`src/rtl/alarm_sequencer.sv`:
```
// Alarm controller: conditions the button/sensor inputs, derives a 1 s tick and
// sequences IDLE -> SET -> TRIGGER -> ALERT, driving the display state and timer.
module alarm_sequencer #(
  parameter int CLK_HZ         = 50_000_000,
  parameter int ARM_DELAY_SECS = 10,
  parameter int TRIGGER_SECS   = 30
) (
  input  logic       clock,
  input  logic       reset,
  input  logic       arm_btn,
  input  logic       disarm_btn,
  input  logic       sensor,
  output logic [1:0] system_state,
  output logic [7:0] timer,
  output logic       alarm_out,
  output logic       state_change
);

  typedef enum logic [1:0] {
    STATE_IDLE    = 2'd0,
    STATE_SET     = 2'd1,
    STATE_TRIGGER = 2'd2,
    STATE_ALERT   = 2'd3
  } fsm_state_t;

  localparam int                PRESC_W   = (CLK_HZ > 1) ? $clog2(CLK_HZ) : 1;
  localparam logic [PRESC_W-1:0] PRESC_MAX = PRESC_W'(CLK_HZ - 1);
  localparam logic [PRESC_W-1:0] PRESC_ONE = PRESC_W'(1);
  localparam logic [PRESC_W-1:0] PRESC_ZERO = PRESC_W'(0);
  localparam logic [7:0]        ARM_LOAD  = 8'(ARM_DELAY_SECS);
  localparam logic [7:0]        TRIG_LOAD = 8'(TRIGGER_SECS);

  logic               r_arm_s1, r_arm_s2, r_arm_d, r_arm_ev;
  logic               r_dis_s1, r_dis_s2, r_dis_d, r_dis_ev;
  logic               r_sen_s1, r_sen_s2, r_sen_d;
  fsm_state_t         r_state;
  logic [7:0]         r_timer;
  logic               r_alarm;
  logic               r_state_change;
  logic [PRESC_W-1:0] r_presc;
  logic               w_tick;

  assign w_tick = (r_presc == PRESC_MAX);

  // Synchronise inputs and register one-cycle rising-edge events for the buttons
  always_ff @(posedge clock or negedge reset) begin
    if (!reset) begin
      r_arm_s1 <= 1'b0; r_arm_s2 <= 1'b0; r_arm_d <= 1'b0; r_arm_ev <= 1'b0;
      r_dis_s1 <= 1'b0; r_dis_s2 <= 1'b0; r_dis_d <= 1'b0; r_dis_ev <= 1'b0;
      r_sen_s1 <= 1'b0; r_sen_s2 <= 1'b0; r_sen_d <= 1'b0;
    end else begin
      r_arm_s1 <= arm_btn;
      r_arm_s2 <= r_arm_s1;
      r_arm_d  <= r_arm_s2;
      r_arm_ev <= r_arm_s2 & ~r_arm_d;
      r_dis_s1 <= disarm_btn;
      r_dis_s2 <= r_dis_s1;
      r_dis_d  <= r_dis_s2;
      r_dis_ev <= r_dis_s2 & ~r_dis_d;
      r_sen_s1 <= sensor;
      r_sen_s2 <= r_sen_s1;
      r_sen_d  <= r_sen_s2;
    end
  end

  // State machine, timer and prescaler; every transition restarts the prescaler
  always_ff @(posedge clock or negedge reset) begin
    if (!reset) begin
      r_state        <= STATE_IDLE;
      r_timer        <= 8'd0;
      r_alarm        <= 1'b0;
      r_state_change <= 1'b0;
      r_presc        <= PRESC_ZERO;
    end else begin
      r_state_change <= 1'b0;
      r_presc        <= w_tick ? PRESC_ZERO : (r_presc + PRESC_ONE);
      case (r_state)
        STATE_IDLE: begin
          if (r_arm_ev && !r_dis_ev) begin
            r_state        <= STATE_SET;
            r_timer        <= ARM_LOAD;
            r_presc        <= PRESC_ZERO;
            r_state_change <= 1'b1;
          end else begin
            r_timer <= 8'd0;
          end
        end
        STATE_SET: begin
          if (r_dis_ev) begin
            r_state        <= STATE_IDLE;
            r_timer        <= 8'd0;
            r_presc        <= PRESC_ZERO;
            r_state_change <= 1'b1;
          end else if (r_timer != 8'd0) begin
            if (w_tick) begin
              r_timer <= r_timer - 8'd1;
            end
          end else if (r_sen_d) begin
            r_state        <= STATE_TRIGGER;
            r_timer        <= TRIG_LOAD;
            r_presc        <= PRESC_ZERO;
            r_state_change <= 1'b1;
          end
        end
        STATE_TRIGGER: begin
          if (r_dis_ev) begin
            r_state        <= STATE_IDLE;
            r_timer        <= 8'd0;
            r_presc        <= PRESC_ZERO;
            r_state_change <= 1'b1;
          end else if (w_tick && (r_timer <= 8'd1)) begin
            r_state        <= STATE_ALERT;
            r_timer        <= 8'd0;
            r_alarm        <= 1'b1;
            r_presc        <= PRESC_ZERO;
            r_state_change <= 1'b1;
          end else if (w_tick) begin
            r_timer <= r_timer - 8'd1;
          end
        end
        STATE_ALERT: begin
          r_timer <= 8'd0;
          if (r_dis_ev) begin
            r_state        <= STATE_IDLE;
            r_alarm        <= 1'b0;
            r_presc        <= PRESC_ZERO;
            r_state_change <= 1'b1;
          end
        end
        default: begin
          r_state        <= STATE_IDLE;
          r_timer        <= 8'd0;
          r_alarm        <= 1'b0;
          r_presc        <= PRESC_ZERO;
          r_state_change <= 1'b1;
        end
      endcase
    end
  end

  assign system_state = r_state;
  assign timer        = r_timer;
  assign alarm_out    = r_alarm;
  assign state_change = r_state_change;

endmodule
```
`config.mk`:
```
export PLATFORM = sky130hd
export DESIGN_NAME = alarm_sequencer
export DESIGN_NICKNAME = d
export VERILOG_FILES = /design/src/rtl/alarm_sequencer.sv
export SDC_FILE = /design/constraint.sdc
export NUM_CORES = 1
export LEC_CHECK = 0
export CORE_MARGIN = 1
export CORE_UTILIZATION = 59
export DETAILED_ROUTE_END_ITERATION = 8
export PLACE_DENSITY = 0.82
export SLEW_MARGIN = 5
export SYNTH_ARGS = -nofsm -noshare
export SYNTH_HDL_FRONTEND = slang
export SYNTH_SLANG_ARGS = --single-unit
export TNS_END_PERCENT = 5
```
`constraint.sdc`:
```
create_clock -name clock -period 2.8 [get_ports clock]
set_input_delay 0.42 -clock clock [delete_from_list [all_inputs] [get_ports clock]]
set_output_delay 0.42 -clock clock [all_outputs]
set_load 0.05 [all_outputs]
```
Word level (Yosys, flattened, before mapping). Index checks and enable logic that the tools add are counted. Widths: inputs -> output; s select.

ROM bits: 0. Input bits: 5. Flip-flop bits (word level): 49. Word-level logic and storage cells: 80. RAM bits: 0. Output and inout bits: 12. Bits in latches: 0. Memories: 0.

Shift-type cells: 0. $add $sub $neg: 2. Divide/modulo/power cells: 0. Multiplexer cells: 37. Eq/ne operators: 12. $mul: 0. Reductions and logical operators: 8. Magnitude comparators: 1. Bitwise gates (word level): 4.

Operators with widths (number): $mux 26 (8); $pmux 26 s4 (1); $mux 8 (6); $pmux 8 s4 (1); $add 26x1->26 const B (1); $eq 26x26->1 const B (1); $mux 2 (7); $mux 1 (10); $ne 3x3->1 const B (3); $le 8x1->1 const B (1); $ne 2x2->1 const B (4); $pmux 2 s4 (1); $reduce_bool 8->1 (1); $sub 8x1->8 const B (1); $reduce_and 5->1 (1); $eq 2x2->1 const B (2); $mux 4 (1); $ne 4x4->1 const B (1); $pmux 1 s4 (1); $reduce_and 4->1 (1); $and 1x1->1 (2); $eq 2x1->1 const B (1); $logic_and 1x1->1 (2); $logic_not 2->1 (1); 4 further kinds (5).

Longest topological paths before layout. Gate-level depths: netlist of the first run.

Word-level depth: 6. Depth in mapped cells: 9. Depth with buffers taken out: 7.

Worst setup path before layout of the first run. OpenSTA, ideal clock, no wires.

Kind: register -> register. From: register r_timer[1] (netlist: timer[1]). To: register r_presc[13]. Cell stages (with the launch flop): 10. Arrival time: 2.480 ns. Path slack: 0.199 ns. Library setup time: 0.121 ns. Buffers on the path: 2. Required time: 2.679 ns. Clock period less this slack: 2.601 ns. Cells stage by stage: dfrtp_1 > inv_1 > ha_1 > clkbuf_1 > or3b_2 > o21ai_0 > a311oi_1 > o21ai_1 > buf_2 > nor2_1.

Cells in the longest elaborated chain, start to end: 5. Elaborated cells on any way between the ends: 8. Those cells by class: order compare: 1; mux: 5; reduce/logical: 2.

RTL lines: from (decl) (line 37) `logic [7:0] r_timer;`; from (signal assigned) (line 96) `r_timer <= r_timer - 8'd1;`; from (signal assigned) (line 118) `r_timer <= r_timer - 8'd1;`; $le 8x1->1 (line 111) `end else if (w_tick && (r_timer <= 8'd1)) begin`; $logic_and 1x1->1 (line 111); $mux 26 (line 111); $mux 26 (line 106) `if (r_dis_ev) begin`; $pmux 26 s4 (*) (line 77) `case (r_state)`; to (signal assigned) (line 76) `r_presc <= w_tick ? PRESC_ZERO : (r_presc + PRESC_ONE);`; to (decl) (line 40) `logic [PRESC_W-1:0] r_presc;`.

Every way passes the cells marked *; elsewhere a longest branch is shown, timed or not. A chain may end at the register's enable or synchronous reset.

Final worst setup path of the first run.
From: register r_timer[2] (netlist: timer[2]). To: register r_timer[3] (netlist: timer[3]).

Cells in the longest elaborated chain, start to end: 5. Elaborated cells on any way between the ends: 11. Those cells by class: add/sub: 1; order compare: 1; eq/ne: 1; mux: 6; reduce/logical: 2.

RTL lines (line): $sub 8x1->8 / $le 8x1->1 (equally long branches) (96, 118, 111); $mux 8 / $logic_and 1x1->1 (equally long branches) (95, 117, 111); $mux 8, on equally long branches (111, 94); $mux 8, on equally long branches (106, 89); $pmux 8 s4 (77).

Several ways; a longest one is shown, not always the timed one.

==> reports/metrics.cfg, run 1 <==
[run_status]
outcome = finished clean

[place]
dp_hpwl_um = 3660
placed_area_um2 = 2830
io_buffer_count = 16
gp_congestion = 0.943
place_inst = 331

[routing]
firstDrtPassIters = 4
drt_iter0_markers = 154
detail_route.wl_per_cell_um = 15.4
vias = 2013
drtAntennaViolNets = 0
drt_wl_total_um = 5220
vias_per_cell = 5.92
drc_errors = 0

[pwr]
peakVddDrop_mv = 0.391
p_seq_share_pct = 37.0
p_sw_uw = 996
switching_share_pct = 43.4
p_per_area_nw_per_um2 = 784
p_int_mw = 1.30
p_leak_nw = 1.23
combPwrFrac_pct = 44.4
clkPwrFrac_pct = 18.6

[worst_setup_path]
critPathCaptureType = flip-flop
worstPathArrival_ps = 2610
start_kind = flip-flop
worstPathRequired_ps = 2970
setup.worst_path.class = flip-flop to flip-flop
cp_max_fo = 7

[clock_tree]
htree_levels = 2
cts-root-buf = clkbuf_8
cts.clk_slew.worst_paths_ps = 90
clock_latency_ps = 310
cts.sinks = 49
post_cts_buffers = 0
cts_buffers = 5
clock_path_buffers = 2
cts_tree = yes

[cells_and_area]
layout_common_cells = dfrtp_1 (49), nor2_1 (43), xor2_1 (20), nand3_1 (16), clkdlybuf4s50_1 (15)
design_area_um2 = 2930
layout-drive-gt1-share_pct = 10.0
multi_input_area_um2 = 1290
stdcell_count = 340
syn_to_final_growth_pct = 13.1
seq_area_um2 = 1230
fill_cells = 324
nets = 302
n_antenna_cell = 0
final_common_cell = dfrtp_1

[sta]
rsz0062_at_grt = no
hold_viol = 0
hold_ws_ps = 357
tns_ps = 0
max_freq_ghz = 0.411
drv_slew = 0
setup_viol = 0
slew_headroom_pct = 47.7
skew_ps = 8.75
fin_crit_ps = 2430
worst_pin_slew_ps = 779
period_share_pct = 86.9

[logic_synthesis]
synth_seq_area_share_pct = 47.3
syn_area_um2 = 2590
yosysTopAreaCell = dfrtp_1
synth_flop_cell = dfrtp_1
synth_seq_cells = 49
synth_edf_count = 0
avgSynthCellArea_um2 = 9.77
yosysTopAreaCellShare_pct = 47.3
synth_cell_type_count = 49
ys_top_cells_by_area = dfrtp_1 (47%), xor2_1 (6.8%), nor2_1 (6.2%)
async_flop_share_pct = 100
synth_cells = 265
synth_warnings = 0
syn_nets = 278

[die]
rows = 23
core_um2 = 4120
dieArea_um2 = 4660
ios = 17
die_w_um = 68.3
start_util_pct = 62.9
dieHeight_um = 68.3

[global_route]
grt_pass1_wl_um = 8740
grt_use_total_pct = 25.5
grt_pass1_vias = 1900
overflow = 0
antenna_found_initial = 0
grt_max_degree = 38

[min_path]
hold_class = flip-flop to flip-flop

[job]
drv_cap = 0

## what timing repair did
| item | CTS | global route |
|---|---|---|
| hold buffers | 1 | 0 |
| gates resized for setup | 0 | 0 |
| endpoints found under the hold margin | 12 | 0 |
## logic make-up after synthesis
logic type               count (synthesis)  synth area share [%]
AO/OA/AOI/OAI                           34                  9.18
XOR/XNOR                                27                  9.13
adder cells (fa/ha/maj)                  8                  3.86
buffers and inverters                   18                  2.66
flip-flops                              49                  47.3
multiplexers                             1                 0.435
AND/OR/NAND/NOR                        128                  27.4
## cell type report
class,instances,share of cell area (%)
clock buffers,5,2.35
clock inverters,3,0.726
inverters,12,1.54
multi-input cells,198,44.2
flip-flops and latches,49,41.9
well taps,50,2.14
repair buffers,23,7.18
## per-stage QoR
stage | util (%) | worst slack, ps | power [mW]
final | 71.2 | 368 | 2.30
after global routing | 71.2 | 166 | 2.45
after CTS | 71.2 | 365 | 2.30
after detailed placement | 68.7 | 379 | 1.87
after global placement | 68.7 | 425 | 1.86
after floorplan | - | 199 | 1.57
## worst max-delay path: stages (launching register included)
cell and delay [ps]:
dfrtp_1 460, or4_1 670, or3_1 440, o41ai_2 570, o21ai_0 160
## sequential cells by signal (all words and copies together), names as in the netlist
| register | count |
|---|---|
| r_dis_s2 | 1 |
| r_arm_s1 | 1 |
| r_presc | 26 |
| timer | 8 |
| state_change | 1 |
| alarm_out | 1 |
| r_sen_s1 | 1 |
| r_arm_ev | 1 |
| r_dis_d | 1 |
| r_dis_ev | 1 |
| r_sen_s2 | 1 |
| r_arm_s2 | 1 |
| system_state | 2 |
| r_arm_d | 1 |
| r_dis_s1 | 1 |
| r_sen_d | 1 |
## power groups by stage
stage          combinational [mW]  sequential (mW)  clock, mW
2_1_floorplan               0.587            0.979          0
3_3_place_gp                 1.00            0.859          0
3_5_place_dp                 1.01            0.862          0
4_1_cts                      1.02            0.849      0.438
5_1_grt                      1.13            0.862      0.462
6_report                     1.02            0.849      0.426
## routing by layer
metal | GRT usage, % | share of wire [%] | routed length (µm)
met1 | 33.2 | 47 | 2430
met2 | 40.8 | 48 | 2490
met3 | 5.50 | 4.2 | 220
met4 | 11.2 | 1.6 | 83
met5 | 0 | 0 | 0
## synth_stat cells, types with 4 or more instances
library cell	number
nand4_1	13
o31ai_1	5
a21oi_1	4
nor2b_1	4
inv_1	12
nor2_1	43
clkbuf_1	5
nand3_1	16
ha_1	8
nor4_1	5
nor3_1	4
dfrtp_1	49
xnor2_1	7
or4_1	6
o21ai_0	8
nand2_1	11
and4_1	4
xor2_1	20
## final timing paths
check	startpoint	endpoint	slack, ps	cells after the start
setup / recovery	timer[2]	timer[3]	370	4
hold / removal	r_dis_s1	r_dis_s2	360	0
setup reg to reg	timer[2]	timer[3]	370	4
hold reg to reg	r_dis_s1	r_dis_s2	360	0
max in group asynchronous	reset	r_presc[5]	1530	3
min in group asynchronous	reset	timer[6]	510	2
(Power assumes the default switching activity.)
==> run 2: changes to the inputs <==
--- a/config.mk
+++ b/config.mk
@@ -9,7 +9,7 @@
 export CORE_UTILIZATION = 59
 export DETAILED_ROUTE_END_ITERATION = 8
 export PLACE_DENSITY = 0.82
-export SLEW_MARGIN = 5
+export SLEW_MARGIN = 25
 export SYNTH_ARGS = -nofsm -noshare
 export SYNTH_HDL_FRONTEND = slang
 export SYNTH_SLANG_ARGS = --single-unit
==> results of run 2 <==
No change in the layout: final DEF, timing and power equal those of run 1.
==> run 3: changes to the inputs <==
--- a/config.mk
+++ b/config.mk
@@ -6,9 +6,9 @@
 export NUM_CORES = 1
 export LEC_CHECK = 0
 export CORE_MARGIN = 1
-export CORE_UTILIZATION = 59
+export CORE_UTILIZATION = 50
 export DETAILED_ROUTE_END_ITERATION = 8
-export PLACE_DENSITY = 0.82
+export PLACE_DENSITY = 0.71
 export SLEW_MARGIN = 25
 export SYNTH_ARGS = -nofsm -noshare
 export SYNTH_HDL_FRONTEND = slang
==> run 3 against run 2 <==
  * Die area is 17% higher
  * Combinational power about the same
  * Hold slack got worse by 240 ps
  * Maximum frequency is 1.5% higher
  * Sequential share of layout area is 0.23 points lower
  * Non-clock buffer count is 2 lower
  * First-iteration DRC count increased by 55%
  * Largest power group unchanged
==> reports/metrics.cfg, run 3 (synthesized netlist as in run 1, its figures left out) <==
[worst_setup_path]
worstPathRequired_ps = 3030  ; +60 ps
worst-path-buf-inv = 0  ; unchanged
setup.worst_path.class = flip-flop to flip-flop
critPathSlowestCell = or4_1
cpPeakStageDelay_ps = 560  ; -110 ps
critPathCaptureType = flip-flop
crit_chain = or4_4 -> nor3b_4 -> nand2_2 -> or4_1 -> a211oi_2
cp_max_fo = 8  ; +1
worstPathArrival_ps = 2620  ; about the same
critPathTopFamily = simple AND/OR/NAND/NOR gates
start_kind = flip-flop

[clock_tree]
clock_latency_ps = 300  ; about the same
cts_hold_buf = 0  ; -1
cts.sinks = 49  ; unchanged
clock_path_buffers = 2  ; unchanged
cts_buffers = 5  ; unchanged
cts-root-buf = clkbuf_8
cts_resized = 0  ; unchanged
htree_levels = 2  ; unchanged
cts.clk_slew.worst_paths_ps = 100  ; about the same
post_cts_buffers = 0  ; unchanged
cts_tree = yes

[routing]
drc_errors = 0  ; unchanged
drt_wl_total_um = 5160  ; -1.3%
detail_route.wl_per_cell_um = 14.5  ; -5.5%
vias_per_cell = 5.59  ; -5.6%
drt_iter0_markers = 238  ; +55%
vias = 1984  ; -1.4%
drtAntennaViolNets = 0  ; unchanged
firstDrtPassIters = 4  ; unchanged

[place]
placed_area_um2 = 2850  ; +0.58%
io_buffer_count = 16  ; unchanged
gp_congestion = 0.846  ; -10%
dp_hpwl_um = 3690  ; +0.75%

[sta]
slew_headroom_pct = 51.9  ; +4.2 points
drv_slew = 0  ; unchanged
period_share_pct = 85.5  ; -1.3 points
skew_ps = 9.78  ; +1.03 ps
hold_viol = 0  ; unchanged
worst_pin_slew_ps = 716  ; -62.6 ps
fin_crit_ps = 2400  ; -37.1 ps
rsz0062_at_grt = no
tns_ps = 0  ; unchanged
setup_viol = 0  ; unchanged
max_freq_ghz = 0.417  ; +1.5%

[global_route]
grt_use_total_pct = 21.2  ; -4.3 points
grt_pass1_wl_um = 8830  ; +1.1%
grt_max_degree = 50  ; +32%
antenna_found_initial = 0  ; unchanged
overflow = 0  ; unchanged
grt_pass1_vias = 1891  ; -0.47%

[die]
rows = 25  ; +8.7%
dieArea_um2 = 5470  ; +17%
start_util_pct = 53.4  ; -9.5 points
ios = 17  ; unchanged
dieHeight_um = 74.0  ; +8.4%
die_w_um = 74.0  ; +8.4%
core_um2 = 4850  ; +18%

[min_path]
hold_class = input pin to async pin

[cells_and_area]
fill_cells = 433  ; +34%
layout_common_cells = dfrtp_1 (49), nor2_1 (43), xor2_1 (20), nand3_1 (16), clkdlybuf4s50_1 (15)
layout-drive-gt1-share_pct = 9.72  ; -0.28 points
nets = 300  ; -0.66%
design_area_um2 = 2950  ; +0.56%
final_common_cell = dfrtp_1
n_antenna_cell = 0  ; unchanged
largest_reg_flops = 26  ; unchanged
largest-register = r_presc
syn_to_final_growth_pct = 13.7

[job]
drv_cap = 0  ; unchanged

[run_status]
outcome = finished clean

[pwr]
p_leak_nw = 1.22  ; -0.11%
p_per_area_nw_per_um2 = 791  ; +0.96%
peakVddDrop_mv = 0.373  ; -4.4%

## run 3: cell count changes in the layout (fill, tap and decap cells not counted), sizes merged
cell | before | now
buf | 7 | 6
clkbuf | 5 | 6
clkinvlp | 1 | 0
dlygate4sd3 | 1 | 0
## run 3: layer usage
| layer | wire, µm | GRT usage [%] | vias up |
|---|---|---|---|
| met5 | 0 | 0 | - |
| met4 | 49 | 6.20 | 0 |
| met3 | 208 | 4.47 | 6 |
| met2 | 2440 | 33.7 | 41 |
| met1 | 2460 | 29.5 | 956 |
| li1 | - | - | 981 |
## run 3: area by class of cell
type,instances,area [µm²],share of cell area (%)
clock inverter,2,17.5,0.595
timing repair buffer,21,195,6.63
clock buffer,6,82.6,2.80
sequential,49,1230,41.6
tap,67,83.8,2.85
multi-input combinational,198,1290,44.0
inverter,12,45.0,1.53
## run 3: metrics by stage
step / std cells / total power [mW] / setup slack, ps / utilization [%] / hold slack [ps]
after global placement: 347 / 1.89 / 442 / 58.6 / 335
after global routing: 355 / 2.49 / 215 / 60.7 / 162
after CTS: 355 / 2.34 / 401 / 60.7 / 139
final: 355 / 2.33 / 405 / 60.7 / 115
after detailed placement: 347 / 1.89 / 408 / 58.7 / 335
after floorplan: 265 / 1.57 / 199 / - / 124
## run 3: where the power goes
group          internal (mW)  switching [mW]  leakage [nW]
clock network          0.205           0.242        0.0518
logic                  0.359           0.677         0.519
registers              0.771          0.0746         0.653
total                   1.34           0.994          1.22
## run 3: path summary, 6_finish.rpt
check / start / to / slack (ps) / cells past startpoint
max: r_presc[10] / timer[7] / 400 / 5
max reg2reg: r_presc[10] / timer[7] / 400 / 5
max in group asynchronous: reset / r_presc[14] / 2280 / 1
min reg2reg: r_sen_s2 / r_sen_d / 350 / 0
min: reset / r_dis_d / 110 / 1
min in group clock: r_sen_s2 / r_sen_d / 350 / 0
